<file path="src/rtl/lvds_rx_pkg.sv">
// rtl/lvds_rx_pkg.sv - shared types and constants for the LVDS I/Q receive framer
package lvds_rx_pkg;

    typedef enum logic [1:0] {
        ST_IDLE    = 2'b00,
        ST_I_PHASE = 2'b01,
        ST_Q_PHASE = 2'b11
    } rx_state_e;

    localparam logic [1:0] SYNC_I_DEFAULT = 2'b10;
    localparam logic [1:0] SYNC_Q_DEFAULT = 2'b01;

    // Wide enough for any lock qualification target in 0..255.
    localparam int LOCK_CNT_W = 8;

    function automatic int beats_per_phase(input int phase_bits, input int data_w);
        return phase_bits / data_w;
    endfunction

endpackage

</file>
<file path="src/rtl/sat_counter.sv">
// rtl/sat_counter.sv - counter with synchronous clear that sticks at all-ones
module sat_counter #(
    parameter int CNT_W = 16
) (
    input  logic             clk,
    input  logic             clr,
    input  logic             inc,
    output logic [CNT_W-1:0] count
);

    logic [CNT_W-1:0] count_q;
    logic [CNT_W-1:0] count_d;

    always_comb begin
        count_d = count_q;
        if (clr) begin
            count_d = '0;
        end else if (inc && (count_q != '1)) begin
            count_d = count_q + CNT_W'(1);
        end
    end

    always_ff @(posedge clk) begin
        count_q <= count_d;
    end

    assign count = count_q;

endmodule

</file>
<file path="src/rtl/lvds_rx_framer.sv">
// rtl/lvds_rx_framer.sv - frames a deserialised LVDS lane into I/Q words for the RX FIFO
module lvds_rx_framer
    import lvds_rx_pkg::*;
#(
    parameter int                DATA_W      = 2,
    parameter int                PHASE_BITS  = 16,
    parameter logic [DATA_W-1:0] SYNC_I      = SYNC_I_DEFAULT,
    parameter logic [DATA_W-1:0] SYNC_Q      = SYNC_Q_DEFAULT,
    parameter int                LOCK_FRAMES = 2,
    parameter int                CNT_W       = 16
) (
    input  logic                    i_ddr_clk,
    input  logic                    i_reset_n,
    input  logic [DATA_W-1:0]       i_ddr_data,
    input  logic                    i_enable,
    input  logic                    i_fifo_full,
    output logic                    o_fifo_write_clk,
    output logic                    o_fifo_push,
    output logic [2*PHASE_BITS-1:0] o_fifo_data,
    output logic                    o_locked,
    output logic [CNT_W-1:0]        o_sync_err_cnt,
    output logic [CNT_W-1:0]        o_drop_cnt,
    output logic [1:0]              o_debug_state
);

    localparam int N       = beats_per_phase(PHASE_BITS, DATA_W);
    localparam int FRAME_W = 2 * PHASE_BITS;
    localparam int SHIFT_W = FRAME_W - DATA_W;
    localparam int BEAT_W  = $clog2(2 * N);

    localparam logic [BEAT_W-1:0]     LAST_I      = BEAT_W'(N - 1);
    localparam logic [BEAT_W-1:0]     FIRST_Q     = BEAT_W'(N);
    localparam logic [BEAT_W-1:0]     LAST_Q      = BEAT_W'(2 * N - 1);
    localparam logic [LOCK_CNT_W-1:0] LOCK_TARGET = LOCK_CNT_W'(LOCK_FRAMES);

    // With a single beat per phase the sync-I beat is the whole I phase.
    localparam rx_state_e START_STATE = (N == 1) ? ST_Q_PHASE : ST_I_PHASE;

    rx_state_e             state_q, state_d;
    logic [BEAT_W-1:0]     beat_q, beat_d;
    logic [SHIFT_W-1:0]    shift_q, shift_d;
    logic [LOCK_CNT_W-1:0] lock_cnt_q, lock_cnt_d;
    logic                  locked_q, locked_d;
    logic                  push_q, push_d;
    logic [FRAME_W-1:0]    data_q, data_d;

    logic [FRAME_W-1:0]    frame_word;
    logic                  frame_done;
    logic                  sync_err;
    logic                  drop_inc;

    // Only FRAME_W-DATA_W bits are stored; the last beat is appended live.
    assign frame_word = {shift_q, i_ddr_data};

    always_comb begin
        state_d    = state_q;
        beat_d     = beat_q;
        shift_d    = shift_q;
        frame_done = 1'b0;
        sync_err   = 1'b0;

        case (state_q)
            ST_IDLE: begin
                if (i_ddr_data == SYNC_I) begin
                    shift_d = SHIFT_W'(i_ddr_data);
                    beat_d  = BEAT_W'(1);
                    state_d = START_STATE;
                end
            end
            ST_I_PHASE: begin
                shift_d = frame_word[SHIFT_W-1:0];
                beat_d  = beat_q + BEAT_W'(1);
                if (beat_q == LAST_I) begin
                    state_d = ST_Q_PHASE;
                end
            end
            ST_Q_PHASE: begin
                if ((beat_q == FIRST_Q) && (i_ddr_data != SYNC_Q)) begin
                    sync_err = 1'b1;
                    if (i_ddr_data == SYNC_I) begin
                        shift_d = SHIFT_W'(i_ddr_data);
                        beat_d  = BEAT_W'(1);
                        state_d = START_STATE;
                    end else begin
                        beat_d  = '0;
                        state_d = ST_IDLE;
                    end
                end else begin
                    shift_d = frame_word[SHIFT_W-1:0];
                    if (beat_q == LAST_Q) begin
                        frame_done = 1'b1;
                        beat_d     = '0;
                        state_d    = ST_IDLE;
                    end else begin
                        beat_d = beat_q + BEAT_W'(1);
                    end
                end
            end
            default: begin
                beat_d  = '0;
                state_d = ST_IDLE;
            end
        endcase
    end

    always_comb begin
        lock_cnt_d = lock_cnt_q;
        locked_d   = locked_q;
        push_d     = 1'b0;
        data_d     = data_q;
        drop_inc   = 1'b0;

        if (frame_done) begin
            if (!locked_q) begin
                lock_cnt_d = lock_cnt_q + LOCK_CNT_W'(1);
                if (lock_cnt_d == LOCK_TARGET) begin
                    locked_d = 1'b1;
                end
            end else if (i_enable) begin
                if (!i_fifo_full) begin
                    push_d = 1'b1;
                    data_d = frame_word;
                end else begin
                    drop_inc = 1'b1;
                end
            end
        end

        if (LOCK_FRAMES == 0) begin
            locked_d = 1'b1;
        end

        // A bad Q sync always wins over qualification, even with no target.
        if (sync_err) begin
            lock_cnt_d = '0;
            locked_d   = 1'b0;
        end
    end

    always_ff @(posedge i_ddr_clk) begin
        if (!i_reset_n) begin
            state_q    <= ST_IDLE;
            beat_q     <= '0;
            shift_q    <= '0;
            lock_cnt_q <= '0;
            locked_q   <= 1'b0;
            push_q     <= 1'b0;
            data_q     <= '0;
        end else begin
            state_q    <= state_d;
            beat_q     <= beat_d;
            shift_q    <= shift_d;
            lock_cnt_q <= lock_cnt_d;
            locked_q   <= locked_d;
            push_q     <= push_d;
            data_q     <= data_d;
        end
    end

    sat_counter #(
        .CNT_W(CNT_W)
    ) u_sync_err_cnt (
        .clk  (i_ddr_clk),
        .clr  (~i_reset_n),
        .inc  (sync_err),
        .count(o_sync_err_cnt)
    );

    sat_counter #(
        .CNT_W(CNT_W)
    ) u_drop_cnt (
        .clk  (i_ddr_clk),
        .clr  (~i_reset_n),
        .inc  (drop_inc),
        .count(o_drop_cnt)
    );

    assign o_fifo_write_clk = i_ddr_clk;
    assign o_fifo_push      = push_q;
    assign o_fifo_data      = data_q;
    assign o_locked         = locked_q;
    assign o_debug_state    = state_q;

endmodule

</file>
<file path="config.mk">
export PLATFORM = sky130hd
export DESIGN_NAME = lvds_rx_framer
export DESIGN_NICKNAME = d
export VERILOG_FILES = /design/src/rtl/lvds_rx_pkg.sv /design/src/rtl/sat_counter.sv /design/src/rtl/lvds_rx_framer.sv
export SDC_FILE = /design/constraint.sdc
export NUM_CORES = 1
export LEC_CHECK = 0
export BUFFER_PORTS_ARGS = -buffer_cell sky130_fd_sc_hd__clkbuf_2
export CORE_MARGIN = 8
export CORE_UTILIZATION = 50
export DETAILED_ROUTE_END_ITERATION = 10
export GPL_TIMING_DRIVEN = 0
export PLACE_DENSITY = 0.84
export SETUP_SLACK_MARGIN = 0.15
export SYNTH_ARGS = -nofsm -noshare
export SYNTH_HDL_FRONTEND = slang
export SYNTH_SLANG_ARGS = --single-unit
</file>
<file path="constraint.sdc">
create_clock -name i_ddr_clk -period 1.95 [get_ports i_ddr_clk]
set_input_delay 0.195 -clock i_ddr_clk [delete_from_list [all_inputs] [get_ports i_ddr_clk]]
set_output_delay 0.195 -clock i_ddr_clk [all_outputs]
set_load 0.005 [all_outputs]
</file>
# Yosys cells after proc, flatten, opt, wreduce, memory -nomap -nowiden
# Cells that the tools add are included.
# classes
addsub	4
eq_ne	13
mux	26
bitwise	3
reduce_logical	10
# ops
op	n
$pmux 30 s3	1
$mux 30	2
$add 16x1->16 const B	2
$ne 16x16->1 const B	2
$mux 1	14
$mux 4	3
$pmux 4 s3	1
$add 8x1->8 const B	1
$eq 4x4->1 const B	2
$eq 8x2->1 const B	1
$mux 2	4
$reduce_and 4->1	2
$pmux 2 s3	1
$add 4x1->4 const B	1
$eq 2x2->1 const B	2
$eq 4x3->1 const B	1
$ne 2x2->1 const B	2
$logic_and 1x1->1	3
$ne 3x3->1 const B	1
$not 1->1	3
$reduce_and 3->1	1
$reduce_bool 3->1	1
$eq 2x1->1 const B	1
$logic_not 2->1	1
other kinds (3)	3
# word_totals
ff_bits	110
in_bits	6
out_inout_bits	69
elab_cells	65

# Longest topological paths before layout
# Gate-level depths: netlist of run 1.
# logic_depth
ltp_word	6
depth_mapped	9
mapped_depth_nobuf	7

# Hierarchy
# Synthesis of run 1 repeated with hierarchy kept, for this count alone.
# hier_totals
cells_unflattened	539
area_unflattened_um2	4759.6
# by_module_without_submodules
module	instances	cells_per_inst	area_each_um2	seq_area_each_um2
lvds_rx_framer	1	341	3062.9	1561.5
sat_counter	2	99	848.3	320.3

==> reports/results.ini, run 1 <==
[timing]
finClkSkew_ns=0.01249
finalSetupViolCount=0
tightestPinTransition_ns=0.6266
hold_viol_final=0
final.setup.tns_ns=0
finalMaxSlewViolations=0
fmax_ghz=0.5379
normalized_max_slew_margin_pct=58.23
period_share_pct=95.33
grt_setup_unrepaired=true
finalCriticalPeriod_ns=1.859

[layout]
final_design_instance_area_without_fill_sq_mm=0.005894
multiInputGateArea_sq_mm=0.002499
fin_cells=738
layout-drive-gt1-share_pct=31.58
regArea_sq_mm=0.002223
diodes=0
num-nets-final=634
layout.filler_cells=719
synthToLayoutAreaGrowth_pct=28.72

[die]
floorplan.rows=35
chipWidth_um=111.7
coreArea_sq_mm=0.009065
die_area_sq_mm=0.01248
pin_count=75
initial_core_util_pct=50.52
die_height_um=111.7

[critical_path]
crit_arrival_ns=2.22
startpoint_type=flop
cp_max_stage_cell=sky130_fd_sc_hd__or3_4
timing.critical_path.required_ns=2.31
timing.critical_path.slowest_cell_delay_ns=0.40
worstSetupEndpointType=flop
worst-setup-path-type=reg2reg
worstPathCellList=buf_6, nand4_4, or3_4, buf_6, nor4_2, xnor2_1, nor2_1
critical-path-top-cell-by-count=sky130_fd_sc_hd__buf_6
worst-path-max-fanout=7

[flow_run]
max_cap_violations=0

[logic_synthesis]
post_synth_inst_count=514
synthesis.area_per_instance_sq_um=8.909
synth-edff-count=0
seq_total_area_yosys_pct=48.09
syn-num-nets=526
yosys_warnings=0
async_reset_ff_share_pct=0
synthDistinctLibCells=54
synth-seq-cells=110
syn-cell-area_sq_mm=0.004579
synthFlopType=sky130_fd_sc_hd__dfxtp_1

[detailed_routing]
wire_per_inst_um=16.12
first_pass_iters=5
via_per_inst=5.645
dr_wl_met2_um=5834
detailroute.wirelength.met3_um=647
routed_wl_um=11900
number_of_design_rule_violations_left_by_the_first_detailed_router_iteration=293
route.detailed.drc=0
vias=4166
m1WireLength_um=5099
maxUsedRoutingLayer=met4
route.antenna.remaining_nets=0

[clock_tree]
cts_tree=yes
clock_latency_at_the_later_pin_of_the_worst_skew_pair_ns=0.48
clk_slew_on_worst_s_h_paths_ns=0.10

[hold_path]
timing.hold.worst.class=in2reg

[power]
cell_int_power_mw=2.975
clkPwrFrac_pct=37.8
report.power.total_mw=3.931
vdd_ir_drop_max_mv=0.4971
netSwitchingFraction_pct=24.32
power_frac_seq_pct=57.6
power.static_leakage_nw=2.221
power_density_mw_per_mm2=667.0
comb_power_share_pct=4.5
power.net_switching_mw=0.9562

[grt]
grt_pass1_wl_um=19130
grt_max_degree=20
groute.usage.overall_pct=18.40
first_global_vias=4077
antenna_found_initial=0
global_route.overflow_total=0

[place]
place.detailed.instances=698
detailed_placer_s_ending_hpwl_um=7850
port-buffer-count=73
placed_cell_area_sq_mm=0.005099
place.gp.congestion=0.8821

[outcome]
run_status=completed

==> registers in the layout (all words and copies together), names as in the netlist <==
signal	count
o_fifo_data	32
shift_q	30
u_drop_cnt.count	16
u_sync_err_cnt.count	16
lock_cnt_q	8
beat_q	4
o_debug_state	2
o_fifo_push	1
o_locked	1
==> final timing paths <==
| kind | start | to | slack (ns) | cells after the start |
|---|---|---|---|---|
| max | o_debug_state[1] | u_drop_cnt.count[15] | 0.09 | 7 |
| min | i_ddr_data[1] | shift_q[1] | 0.02 | 3 |
| max reg2reg | o_debug_state[1] | u_drop_cnt.count[15] | 0.09 | 7 |
| min reg2reg | o_fifo_data[9] | o_fifo_data[9] | 0.46 | 2 |
==> cells in the final DEF (no fill, tap or decap), drive strengths merged, types with 2 or more instances in the layout <==
cell	Yosys	final
nor2	34	34
dlygate4sd3	0	2
o211ai	3	3
o31ai	4	4
a31oi	2	2
or3	5	5
a211o	2	2
and2	4	4
a211oi	4	4
a21o	2	3
ha	6	6
nand3	23	23
clkinv	0	3
clkbuf	19	102
xor2	6	6
nand2	91	91
or4	4	4
buf	11	31
and3	3	3
xnor2	20	20
nor2b	3	3
inv	12	15
a22o	30	30
o21ai	11	11
a21oi	42	42
nor3	11	11
dfxtp	110	110
a22oi	2	2
nand2b	3	3
o21a	2	2
and4	5	5
nor4	14	14
nand4	13	13
==> metal layers <==
| metal | up-vias | global-route usage [%] |
|---|---|---|
| met5 | - | 0 |
| met4 | 0 | 8.933 |
| met3 | 27 | 5.087 |
| met2 | 112 | 30.78 |
| met1 | 1990 | 21.27 |
| li1 | 2037 | - |
==> cell families after synthesis <==
kind of cell               synth area share (%)
adders and majority gates                 1.639
DFF                                       48.09
AOI/OAI and AO/OA                         16.12
xor gates and xnor gates                  4.973
muxes                                    0.2186
buffers and inverters                     4.317
and+or+nand+nor                           24.65
==> stage by stage <==
step / worst slack (ns) / utilization, % / hold slack (ns)
2_1_floorplan: 0.1482 / - / 0.2727
4_1_cts: 0.1333 / 62.24 / -0.02779
6_report: 0.09103 / 65.02 / 0.01839
3_5_place_dp: -0.1277 / 56.25 / 0.3601
5_1_grt: 0.01869 / 65.02 / 0.01144
3_3_place_gp: -0.04293 / 56.25 / 0.3601
==> worst max-delay path: cells and delay by family, from the launching register on <==
| kind | cells | cell delay [ns] |
|---|---|---|
| XOR/XNOR | 1 | 0.16 |
| AND/OR/NAND/NOR | 4 | 0.94 |
| flip-flops | 1 | 0.37 |
| buffers and inverters | 2 | 0.27 |
==> synth_stat cells, drive strengths merged, types with 3 or more instances <==
library cell / n / area (sq um)
a21oi: 42 / 210.2
buf: 11 / 81.31
nor4: 14 / 106.4
nor3: 11 / 85.08
o211ai: 3 / 22.52
o31ai: 4 / 30.03
or4: 4 / 30.03
a211oi: 4 / 30.03
nand2: 91 / 341.6
nand3: 23 / 120.1
and2: 4 / 25.02
nor2: 34 / 127.6
or3: 5 / 31.28
nand4: 13 / 102.6
xnor2: 20 / 175.2
inv: 12 / 45.04
clkbuf: 19 / 71.32
xor2: 6 / 52.55
nand2b: 3 / 18.77
a22o: 30 / 262.8
nor2b: 3 / 18.77
o21ai: 11 / 55.05
dfxtp: 110 / 2202
ha: 6 / 75.07
and3: 3 / 18.77
and4: 5 / 43.79
==> area by class of cell <==
type | count | share of cell area, %
buffer | 30 | 3.396
clock buffer | 13 | 2.887
clock inverter | 7 | 0.9340
inverter | 12 | 0.8066
multi-input combinational | 363 | 42.39
sequential | 110 | 37.72
tap | 111 | 2.356
timing repair buffer | 92 | 9.510
==> what timing repair did <==
action / 4_1_cts / 5_1_grt
cloned: 2 / 2
buffers inserted: 10 / 5
setup endpoints to repair: 89 / 96
hold buffers: 1 / 1
pin swaps: 18 / 23
endpoints found under the hold margin: 2 / 1
gates resized for setup: 46 / 64
==> power by group through the flow <==
stage               clock [mW]  sequential (mW)  combinational [mW]
CTS                       1.51             2.26               0.154
detailed placement      0.0508             2.31               0.118
floorplan               0.0332             2.31              0.0799
global placement        0.0508             2.31               0.112
global route              1.61             2.27               0.194
finish                    1.49             2.27               0.178
Power figures use the tool's default switching activity.
==> run 2, diff against run 1 <==
--- a/config.mk
+++ b/config.mk
@@ -9,7 +9,6 @@
 export CORE_MARGIN = 8
 export CORE_UTILIZATION = 50
 export DETAILED_ROUTE_END_ITERATION = 10
-export GPL_TIMING_DRIVEN = 0
 export PLACE_DENSITY = 0.84
 export SETUP_SLACK_MARGIN = 0.15
 export SYNTH_ARGS = -nofsm -noshare
==> run 2 against run 1 <==
Effect of this change:
- sequential power hardly changed
- sequential share of layout area up 0.92 points
- first-iteration DRC count is 6.5% lower
- die area unchanged
- routed wire length shrank 4.8%
- clock power shrank 12%
- critical path type unchanged
- critical endpoint is now u_sync_err_cnt.count[5]
- clock skew rose by 0.0054 ns
- sequential cell count is the same
==> reports/results.ini, run 2 (synthesis results as in run 1) <==
[outcome]
run_status=completed

[layout]
largest_register_ff_count=32  ; unchanged
final_design_instance_area_without_fill_sq_mm=0.005738  ; -2.7%
layout-drive-gt1-share_pct=29.06  ; -2.5 points
mostFrequentLayoutCells=102 x sky130_fd_sc_hd__dfxtp_1, 91 x sky130_fd_sc_hd__nand2_1, 75 x sky130_fd_sc_hd__clkbuf_2
final_common_cell=sky130_fd_sc_hd__dfxtp_1
num-nets-final=616  ; -2.8%
final_core_utilization_pct=63.30  ; -1.7 points
diodes=0  ; unchanged
synthToLayoutAreaGrowth_pct=25.30

[place]
detailed_placer_s_ending_hpwl_um=7448  ; -5.1%
placed_cell_area_sq_mm=0.005184  ; +1.7%
place.gp.congestion=0.8731  ; -1.0%
port-buffer-count=74  ; +1.4%

[timing]
tightestPinTransition_ns=0.4205  ; -0.2061 ns
worst_hold_slack_ns=0.07211  ; +0.05373 ns
hold_viol_final=0  ; unchanged
normalized_max_slew_margin_pct=71.97  ; +14 points
finClkSkew_ns=0.01784  ; +0.005358 ns
period_share_pct=92.87  ; -2.5 points
finalSetupViolCount=0  ; unchanged
fmax_ghz=0.5522  ; +2.6%
finalCriticalPeriod_ns=1.811  ; -0.04791 ns
finalMaxSlewViolations=0  ; unchanged
grt_setup_unrepaired=true

[hold_path]
timing.hold.worst.class=in2reg
holdCritStartpoint=i_fifo_full

[clock_tree]
clock_latency_at_the_later_pin_of_the_worst_skew_pair_ns=0.36  ; -0.12 ns
clk_slew_on_worst_s_h_paths_ns=0.11  ; about the same
ctsHoldBuffers=0  ; -1
cts_tree=yes
cts-buffers-inserted=9
cts_max_path_buffers=2
cts-htree-levels=3
clock_tree.root_cell=sky130_fd_sc_hd__clkbuf_8

[die]
coreArea_sq_mm=0.009065  ; unchanged
pin_count=75  ; unchanged
die_height_um=111.7  ; unchanged
floorplan.rows=35  ; unchanged
initial_core_util_pct=50.52  ; unchanged
die_area_sq_mm=0.01248  ; unchanged
chipWidth_um=111.7  ; unchanged

[critical_path]
cp_max_stage_cell=sky130_fd_sc_hd__or4_1
timing.critical_path.required_ns=2.26  ; -0.05 ns
critical_path_buf_inv_count=1  ; -1
path_delay_family=simple AND/OR/NAND/NOR gates
worstPathCellList=inv_4, ha_4, and4b_2, nand3_4, a21o_4, or4_1, a21oi_1
crit_arrival_ns=2.12  ; -0.10 ns
worstSetupEndpointType=flop
startpoint_type=flop
timing.critical_path.from=beat_q[1]
worst-path-max-fanout=6  ; -1
r2r-start=beat_q[1]
timing.critical_path.slowest_cell_delay_ns=0.41  ; about the same
worst-setup-path-type=reg2reg

[power]
vdd_ir_drop_max_mv=0.3185  ; -36%
power.static_leakage_nw=2.140  ; -3.7%
report.power.total_mw=3.708  ; -5.7%
power_density_mw_per_mm2=646.2  ; -3.1%

[flow_run]
max_cap_violations=0  ; unchanged

[grt]
grt_max_degree=62  ; +210%
grt_pass1_wl_um=18190  ; -4.9%
antenna_found_initial=0  ; unchanged
groute.usage.overall_pct=17.18  ; -1.2 points
global_route.overflow_total=0  ; unchanged
first_global_vias=3948  ; -3.2%

[detailed_routing]
number_of_design_rule_violations_left_by_the_first_detailed_router_iteration=274  ; -6.5%
wire_per_inst_um=15.73  ; -2.4%
route.detailed.drc=0  ; unchanged
route.antenna.remaining_nets=0  ; unchanged
first_pass_iters=4  ; -1
vias=4078  ; -2.1%
via_per_inst=5.664  ; +0.33%
routed_wl_um=11330  ; -4.8%

run 2: final timing paths:
kind / end / slack (ns) / depth (start not counted)
max reg2reg: u_sync_err_cnt.count[5] / 0.14 / 7
min reg2reg: o_fifo_data[25] / 0.46 / 2
max: u_sync_err_cnt.count[5] / 0.14 / 7
min: o_fifo_push / 0.07 / 2
run 2: metal layers:
layer / vias up / global-route usage (%) / part of all wire, %
li1: 2006 / - / -
met1: 1961 / 20.01 / 43
met2: 91 / 28.88 / 50
met3: 20 / 4.654 / 4.9
met4: 0 / 7.748 / 1.7
met5: - / 0 / 0
run 2: final cells by class:
cell class / count / area (sq um)
clock inverter: 6 / 48.80
inverter: 12 / 47.55
timing repair buffer: 107 / 708.2
fill: 729 / 3327
clock buffer: 11 / 133.9
tap: 111 / 138.9
sequential: 110 / 2217
multi-input combinational: 363 / 2444
run 2: power breakdown:
group,switching (mW),internal [mW]
Sequential,0.00933,2.25
Clock,0.801,0.504
Combinational,0.0928,0.0481
Total,0.903,2.81
run 2: per-stage QoR:
| stage | cells | worst slack [ns] | TNS (ns) |
|---|---|---|---|
| global route | 720 | 0.07306 | 0 |
| floorplan | 514 | 0.1482 | 0 |
| finish | 720 | 0.1389 | 0 |
| detailed placement | 693 | -0.02744 | -0.07033 |
| global placement | 693 | 0.08278 | 0 |
| CTS | 713 | 0.1185 | 0 |
run 2: repair_timing:
item	CTS	global route
pin swaps	1	22
setup buffers	3	5
resized for setup	16	40
setup endpoints to repair	40	63
gates cloned	1	2
==> run 3, diff against run 2 <==
--- a/config.mk
+++ b/config.mk
@@ -5,7 +5,7 @@
 export SDC_FILE = /design/constraint.sdc
 export NUM_CORES = 1
 export LEC_CHECK = 0
-export BUFFER_PORTS_ARGS = -buffer_cell sky130_fd_sc_hd__clkbuf_2
+export BUFFER_PORTS_ARGS = -buffer_cell sky130_fd_sc_hd__buf_2
 export CORE_MARGIN = 8
 export CORE_UTILIZATION = 50
 export DETAILED_ROUTE_END_ITERATION = 10
==> run 3 against run 2 <==
Effect of this change:
- routed wire length down 1.8%
- sequential power about the same
- via count up 0.54%
- critical path type unchanged
- register-to-register slack worse by 0.06 ns
- global-route usage up 0.11 points
==> reports/results.ini, run 3 (synthesis results as in run 1) <==
[clock_tree]
clk_slew_on_worst_s_h_paths_ns=0.11  ; about the same
cts_tree=yes
clock_latency_at_the_later_pin_of_the_worst_skew_pair_ns=0.48  ; +0.12 ns

[flow_run]
max_cap_violations=0  ; unchanged

[detailed_routing]
routed_wl_um=11130  ; -1.8%
via_per_inst=5.632  ; -0.57%
wire_per_inst_um=15.29  ; -2.9%
route.antenna.remaining_nets=0  ; unchanged
first_pass_iters=4  ; unchanged
number_of_design_rule_violations_left_by_the_first_detailed_router_iteration=209  ; -24%
route.detailed.drc=0  ; unchanged
vias=4100  ; +0.54%

[timing]
fmax_ghz=0.5355  ; -3.0%
worst_hold_slack_ns=0.01970  ; -0.05241 ns
normalized_max_slew_margin_pct=68.50  ; -3.5 points
setup_slack_ns=0.08255  ; -0.05640 ns
period_share_pct=95.77  ; +2.9 points
hold_viol_final=0  ; unchanged
finClkSkew_ns=0.008289  ; -0.009555 ns
grt_setup_unrepaired=true
tightestPinTransition_ns=0.4708  ; +0.05031 ns
finalCriticalPeriod_ns=1.867  ; +0.05640 ns
finalMaxSlewViolations=0  ; unchanged
finalSetupViolCount=0  ; unchanged

[critical_path]
worstSetupEndpointType=flop
timing.critical_path.required_ns=2.36  ; +0.10 ns
reg2reg_to=u_sync_err_cnt.count[8]
setup.reg_to_reg.worst_slack_ns=0.08  ; -0.06 ns
r2r.worst_path.cells=7  ; unchanged
endpoint=u_sync_err_cnt.count[8]
r2r-start=beat_q[1]
crit_arrival_ns=2.28  ; +0.16 ns
timing.critical_path.from=beat_q[1]
worst-path-max-fanout=6  ; unchanged
worst-setup-path-type=reg2reg
startpoint_type=flop

[layout]
fin_cells=728  ; +1.1%
regArea_sq_mm=0.002210  ; -0.34%
mostFrequentLayoutCells=104 x sky130_fd_sc_hd__dfxtp_1, 91 x sky130_fd_sc_hd__nand2_1, 74 x sky130_fd_sc_hd__buf_2
num-nets-final=624  ; +1.3%
layout-drive-gt1-share_pct=29.50  ; +0.43 points
diodes=0  ; unchanged
largest_register_ff_count=32  ; unchanged
layout.filler_cells=743  ; +1.9%
final_common_cell=sky130_fd_sc_hd__dfxtp_1
final_design_instance_area_without_fill_sq_mm=0.005778  ; +0.70%
multiInputGateArea_sq_mm=0.002450  ; +0.26%
synthToLayoutAreaGrowth_pct=26.17

[grt]
first_global_vias=3977  ; +0.73%
groute.usage.overall_pct=17.29  ; +0.11 points
global_route.overflow_total=0  ; unchanged
grt_max_degree=34  ; -45%
antenna_found_initial=0  ; unchanged
grt_pass1_wl_um=18250  ; +0.34%

[power]
vdd_ir_drop_max_mv=0.4008  ; +26%
comb_power_share_pct=3.6  ; -0.2 points
power_density_mw_per_mm2=684.2  ; +5.9%
power.net_switching_mw=0.9396  ; +4.1%
power.static_leakage_nw=2.214  ; +3.4%
clkPwrFrac_pct=39.2  ; +4.0 points
cell_int_power_mw=3.014  ; +7.4%
power_frac_seq_pct=57.2  ; -3.8 points
netSwitchingFraction_pct=23.77  ; -0.58 points
report.power.total_mw=3.954  ; +6.6%

[hold_path]
timing.hold.worst.class=in2reg

[place]
place.detailed.instances=698  ; +0.72%
detailedPlace.worstSlack_ns=-0.03919  ; -0.01174 ns
place.gp.congestion=0.8607  ; -1.4%
port-buffer-count=74  ; unchanged
detailed_placer_s_ending_hpwl_um=7506  ; +0.78%
placed_cell_area_sq_mm=0.005209  ; +0.48%

[die]
floorplan.rows=35  ; unchanged
chipWidth_um=111.7  ; unchanged
initial_core_util_pct=50.52  ; unchanged
die_height_um=111.7  ; unchanged
coreArea_sq_mm=0.009065  ; unchanged
pin_count=75  ; unchanged
die_area_sq_mm=0.01248  ; unchanged

[outcome]
run_status=completed

==> run 3: changes by cell type in the layout (fill, tap and decap cells not counted), moves of 3 or more <==
cell	delta
sky130_fd_sc_hd__buf_12	-3
sky130_fd_sc_hd__buf_2	+74
sky130_fd_sc_hd__clkbuf_2	-75
sky130_fd_sc_hd__nor4_4	-3
sky130_fd_sc_hd__nor4_2	+3
sky130_fd_sc_hd__buf_4	+6
sky130_fd_sc_hd__clkbuf_8	+5
==> run 3: metal layers <==
metal | share of wire [%] | vias to the layer above | track usage [%] | wire (um)
li1 | - | 2016 | - | -
met1 | 43 | 1983 | 19.65 | 4767
met2 | 51 | 84 | 30.37 | 5657
met3 | 4.8 | 17 | 4.004 | 531
met4 | 1.5 | 0 | 7.384 | 172
met5 | 0 | - | 0 | 0
==> run 3: cell type report <==
class                           count  share of cell area [%]
Multi-Input combinational cell    364                   42.40
Sequential cell                   110                   38.24
Timing Repair Buffer              111                   11.91
Clock buffer                       15                   3.421
Tap cell                          111                   2.404
Clock inverter                      5                  0.8445
Inverter                           12                  0.7796
==> run 3: repair_timing <==
item	in CTS	in global routing
setup endpoints to repair	28	52
gates cloned	1	1
hold endpoints to repair	2	0
gates resized for setup	12	36
setup buffers	3	4
pin swaps	3	9
hold buffers	2	0
==> run 3: critical path, stage by stage (launching register included) <==
cell,delay [ns]
sky130_fd_sc_hd__dfxtp_2,0.36
sky130_fd_sc_hd__inv_2,0.07
sky130_fd_sc_hd__ha_4,0.12
sky130_fd_sc_hd__and4b_2,0.29
sky130_fd_sc_hd__nand3_4,0.08
sky130_fd_sc_hd__a21o_4,0.22
sky130_fd_sc_hd__or4_4,0.52
sky130_fd_sc_hd__a21oi_2,0.14
==> run 3: worst min-delay path by stage <==
stage	endpoint	slack, ns	depth (start not counted)	start
after CTS	o_fifo_data[0]	0.02	3	i_ddr_data[0]
after floorplan	o_fifo_push	0.27	1	i_fifo_full
after global placement	o_fifo_write_clk	0.28	1	i_ddr_clk
after detailed placement	o_fifo_write_clk	0.28	1	i_ddr_clk
final	o_fifo_data[0]	0.02	3	i_ddr_data[0]
after global routing	o_fifo_data[0]	0.02	3	i_ddr_data[0]
==> run 3: power groups by stage <==
stage	logic, mW	registers (mW)	clock network (mW)
finish	0.143	2.26	1.55
global route	0.160	2.26	1.68
CTS	0.133	2.26	1.58
detailed placement	0.123	2.31	0.0223
global placement	0.121	2.31	0.0223
floorplan	0.0799	2.31	0.0332
==> run 3: through the flow <==
stage / TNS [ns] / utilization, %
after global placement: 0 / 57.46
after CTS: 0 / 61.34
final: 0 / 63.74
after global routing: 0 / 63.74
after detailed placement: -0.1078 / 57.46
after floorplan: 0 / -
